[config.mk]
export PLATFORM = sky130hd
export DESIGN_NAME = wb_reg_file
export DESIGN_NICKNAME = d
export VERILOG_FILES = /design/src/rtl/wb_reg_file.sv
export SDC_FILE = /design/constraint.sdc
export NUM_CORES = 1
export LEC_CHECK = 0
export CAP_MARGIN = 20
export CORE_UTILIZATION = 30
export CTS_BUF_LIST = sky130_fd_sc_hd__clkbuf_16
export DETAILED_ROUTE_END_ITERATION = 7
export GPL_ROUTABILITY_DRIVEN = 0
export SLEW_MARGIN = 20
export SYNTH_ARGS = -nofsm -noshare
export SYNTH_HDL_FRONTEND = slang
export SYNTH_SLANG_ARGS = --single-unit
[constraint.sdc]
create_clock -name clk -period 1.78 [get_ports clk]
set_input_delay 0.356 -clock clk [delete_from_list [all_inputs] [get_ports clk]]
set_output_delay 0.356 -clock clk [all_outputs]
set_load 0.03 [all_outputs]
[src/rtl/wb_reg_file.sv]
// Write-back register file: two asynchronous read ports, a condition flag and a
// saturating commit counter. Define WB_REG_BYPASS_EN for same-cycle write-to-read bypass.
module wb_reg_file #(
  parameter int DATA_W   = 8,
  parameter int ADDR_W   = 3,
  parameter int NUM_REGS = 8
) (
  input  logic              clk,
  input  logic              reset,
  input  logic              wr_en,
  input  logic [ADDR_W-1:0] wr_addr,
  input  logic [DATA_W-1:0] datIn,
  input  logic [ADDR_W-1:0] rd_addr_a,
  input  logic [ADDR_W-1:0] rd_addr_b,
  output logic [DATA_W-1:0] dat_a,
  output logic [DATA_W-1:0] dat_b,
  input  logic              flag_wr_en,
  input  logic              flag_in,
  output logic              flag_out,
  output logic [7:0]        wr_count
);

  localparam logic [7:0] CNT_MAX = 8'hFF;

  logic [DATA_W-1:0] r_regs [NUM_REGS];
  logic              r_flag;
  logic [7:0]        r_wr_count;
  logic [DATA_W-1:0] w_stored_a;
  logic [DATA_W-1:0] w_stored_b;

  // NOTE: every entry is cleared on reset, so this array is built from flops, not a RAM.
  always_ff @(posedge clk) begin
    if (reset) begin
      for (int i = 0; i < NUM_REGS; i++) begin
        r_regs[i] <= '0;
      end
    end else if (wr_en) begin
      // NOTE: <= makes every process at this edge see the pre-edge register values.
      r_regs[wr_addr] <= datIn;
    end
  end

  always_ff @(posedge clk) begin
    if (reset) begin
      r_flag <= 1'b0;
    end else if (flag_wr_en) begin
      r_flag <= flag_in;
    end
  end

  // Counts committed writes only; holds at CNT_MAX instead of wrapping.
  always_ff @(posedge clk) begin
    if (reset) begin
      r_wr_count <= '0;
    end else if (wr_en && (r_wr_count != CNT_MAX)) begin
      r_wr_count <= r_wr_count + 8'd1;
    end
  end

  assign w_stored_a = r_regs[rd_addr_a];
  assign w_stored_b = r_regs[rd_addr_b];

`ifdef WB_REG_BYPASS_EN
  logic w_byp_a;
  logic w_byp_b;

  // Forward the incoming write data when a port reads the register being written.
  assign w_byp_a = wr_en && !reset && (rd_addr_a == wr_addr);
  assign w_byp_b = wr_en && !reset && (rd_addr_b == wr_addr);
  assign dat_a   = w_byp_a ? datIn : w_stored_a;
  assign dat_b   = w_byp_b ? datIn : w_stored_b;
`else
  assign dat_a   = w_stored_a;
  assign dat_b   = w_stored_b;
`endif

  assign flag_out = r_flag;
  assign wr_count = r_wr_count;

endmodule

Word level (Yosys, flattened, before mapping) --
Memories as Yosys holds them, arrays and structs flattened. Index checks and enable logic that the tools add are counted.
Word-level totals: register bits after elaboration 9, RAM bits 64, input port bits 22, output and inout bits 25, word-level logic and storage cells 15, memories 1
Operators by class: add/subtract/negate cells 1, eq/ne operators 1, multiplexer cells 8, reductions and logical operators 2
Memory list:
- r_regs | depth 8, width 8, rd ports 2, clocked after Yosys merged registers in 0, wr ports 8, RTL line 25 | logic [DATA_W-1:0] r_regs [NUM_REGS];
Operators with widths (count):
- adder 8 x 1 -> 8 bit, second input constant | 1
- two-way mux 8 bit | 1
- != test 8 bit, second input constant | 1
- OR reduction 8 bit | 1
- two-way mux 1 bit | 6
- two-way mux 3 bit | 1
- logical AND 1 bit | 1

Depth between registers and ports, before layout --
depth after elaboration 5, mapped depth 4, mapped depth without buffers 4

Worst setup path before layout --
No wires, ideal clock.
kind input to register, from input wr_addr[1], to memory r_regs[1][0], enable pin, library setup time 384 ps, data arrival time 1534 ps, data required time 1396 ps, slack -138 ps, cell stages on the path 3, buffers on the path 1, cells stage by stage or3b_1 > buf_2 > o21ai_0
RTL lines:
- start: declaration | RTL line 11 | input logic [ADDR_W-1:0] wr_addr,
- end: declaration | RTL line 25

==> flow_summary.yaml <==
status:
  status: "finished, violations left"
  violations: "setup timing"
timing:
  max_freq_ghz: 0.4872
  rsz0062_at_grt: "yes"
  relSlewSlack: 0.6056
  setup_tns_ns: -3.728
  finClkSkew_ns: 0.001199
  tightestPinTransition_ns: 0.5895
  setup_ws_ns: -0.2727
  fin_crit_sh: 1.153
  setup_viol: 16
  finalHoldViolCount: 0
  maxSlewViolCount: 0
  min_period_ns: 2.053
setup_path:
  crit_path_end_kind: "primary output"
  cp.required_ns: 1.42
  crit_type: "flip-flop to primary output"
  critPathArrivalTime_ns: 1.70
  worstPathMaxFanout: 2
  cpLargestDelayFamily: "multiplexers"
  start_kind: "flip-flop"
  path_buf_inv: 1
  cp_cell_sequence: "mux4_2 -> mux2_4 -> buf_6"
  crit_slowest_cell: "mux4_2"
  slowest_delay_ns: 0.52
die:
  start_util: 0.3115
  io_pins: 47
  rows: 41
  core_region_area_mm2: 0.01282
  die_w_um: 117.4
  dieHeight_um: 117.4
  die-area_mm2: 0.01378
yosys:
  yosys.area.top_type_share: 0.4811
  synth_commonest_cells: "64 x and2_1, 64 x edfxtp_1, 29 x mux4_1"
  synth_edf_count: 64
  synth_top_flop_cell: "edfxtp_1"
  postSynthNetCount: 281
  yosys-top-cells-area: "edfxtp_1 48%, mux4_1 19%, and2_1 10%, mux2_2 5.1%, dfxtp_1 4.5%"
  ys.warnings.count: 0
  syn_avg_cell_area_um2: 15.48
  ys_types: 36
  syn_area_mm2: 0.003995
  synthCells: 258
  ys_seq_elements: 73
  async_flop_share: 0
  yosysTopAreaCell: "edfxtp_1"
  yosysSeqAreaShare: 0.5262
placement:
  hpwl_mm: 6.869
  dpl_worst_slack_ns: -1.157
  dp_cells: 498
  io_buffers: 46
clocking:
  cts.sinks: 73
  path_clk_slew_ns: 0.06
  cts-buffers-inserted: 9
  h-tree-depth: 3
  cts_tree: "built"
  max-clock-path-buffers: 2
  clk_latency_ns: 0.33
  cts-root-buf: "clkbuf_16"
  cts_hold_buf: 0
worst_hold_path:
  hold_class: "flip-flop to flip-flop"
grt:
  grt_overflow_total: 0
  antenna_found_initial: 0
  grt_pass1_wl_mm: 15.53
  grt_max_degree: 13
  track_usage: 0.1526
  grt_pass1_vias: 2776
power:
  p_leak_nw: 2.062
  total_power_mw: 4.610
  powerDensity_mw_per_mm2: 859.7
  irDropWorstVdd_uv: 425.1
drt:
  dr.pass1.iters: 4
  wl_met2_mm: 5.033
  maxUsedRoutingLayer: "met4"
  postRouteAntennaNets: 0
  wl_met1_mm: 4.167
  detailroute.wirelength.met3_um: 618
  drtIter0Drc: 121
  routed_wl_mm: 9.911
  vias_per_cell: 4.809
  vias: 2544
  wl_per_cell_um: 18.74
  post-route-drc-count: 0
layout:
  final_cell_count_no_fill: 529
  area_growth_pct: 34.23
  fin_nets: 376
  drive_gt1_frac: 0.4006
  fin_util: 0.4181
  n_antenna_cell: 0
run:
  maxCapViolations: 0
==> cell families (layout without fill, tap and decap cells) <==
group,after synthesis,count (layout),synth area share
AOI/OAI and AO/OA,20,20,0.03132
adders and majority gates,1,1,0.003131
buffers and inverters,14,113,0.02631
DFF,73,73,0.5261
muxes,52,52,0.2634
and+or+nand+nor,98,98,0.1497
==> registers in the layout, indices dropped and copies added, names as in the netlist <==
name      cells
r_regs       64
wr_count      8
flag_out      1
==> worst min-delay path, stage by stage, from the launching register on <==
cell,delay [ns]
dfxtp_1,0.33
mux2i_1,0.07
nor2_1,0.07
==> path summary, 6_finish.rpt <==
| path | to | from | slack [ns] | cells after the start |
|---|---|---|---|---|
| setup / recovery | dat_a[2] | r_regs[1][2] | -0.27 | 3 |
| hold / removal | flag_out | flag_out | 0.50 | 2 |
| setup reg to reg | wr_count[0] | wr_count[0] | 0.13 | 4 |
| hold reg to reg | flag_out | flag_out | 0.50 | 2 |
==> area by class of cell <==
class                   instances  area, um^2
flip-flops and latches         73        2102
repair buffers                 97        1003
clock buffers                   9       225.2
well taps                     172       215.2
fillers                      1200        7462
multi-input cells             171        1754
clock inverters                 6       58.81
inverters                       1       3.754
==> metal layers <==
| metal | vias up | GRT usage |
|---|---|---|
| met4 | 0 | 0.06006 |
| li1 | 1185 | - |
| met5 | - | 0 |
| met3 | 8 | 0.03453 |
| met1 | 1263 | 0.1865 |
| met2 | 88 | 0.2600 |
==> metrics by stage <==
step	hold WS, ns	instance area [um^2]
finish	0.4972	5363
global route	0.5408	5363
CTS	0.5111	5305
detailed placement	0.4982	4881
global placement	0.4864	4881
floorplan	0.5032	3996
==> timing repair <==
| item | in CTS | in global routing |
|---|---|---|
| gates cloned | 3 | 0 |
| pin swaps | 0 | 0 |
| resized for setup | 131 | 7 |
| setup buffers | 8 | 5 |
| endpoints found under the setup margin | 22 | 54 |
==> cells in the final DEF, fill, tap and decap left out, types with 2 or more instances in the layout <==
cell type	count
nor3_1	3
buf_6	17
clkbuf_16	9
buf_8	3
nor2b_1	2
edfxtp_1	64
buf_4	41
o21bai_1	2
a21oi_1	5
dfxtp_1	9
o21ai_0	6
and4_1	2
nand4_1	2
buf_16	2
mux2_2	2
mux2_4	16
nand3_1	2
clkdlybuf4s50_1	18
buf_12	5
nand2_1	5
nor2_2	4
dlymetal6s2s_1	2
a21boi_0	2
and2_1	64
clkinv_1	2
nand2b_1	3
mux2i_1	2
a211oi_1	2
mux4_2	32
nor2_1	4
dlygate4sd2_1	7
==> report_power, final <==
group          internal (mW)  switching [mW]
clock                   1.07           0.672
combinational          0.464           0.380
sequential              1.96          0.0610
total                   3.50            1.11
(Power assumes the default switching activity.)
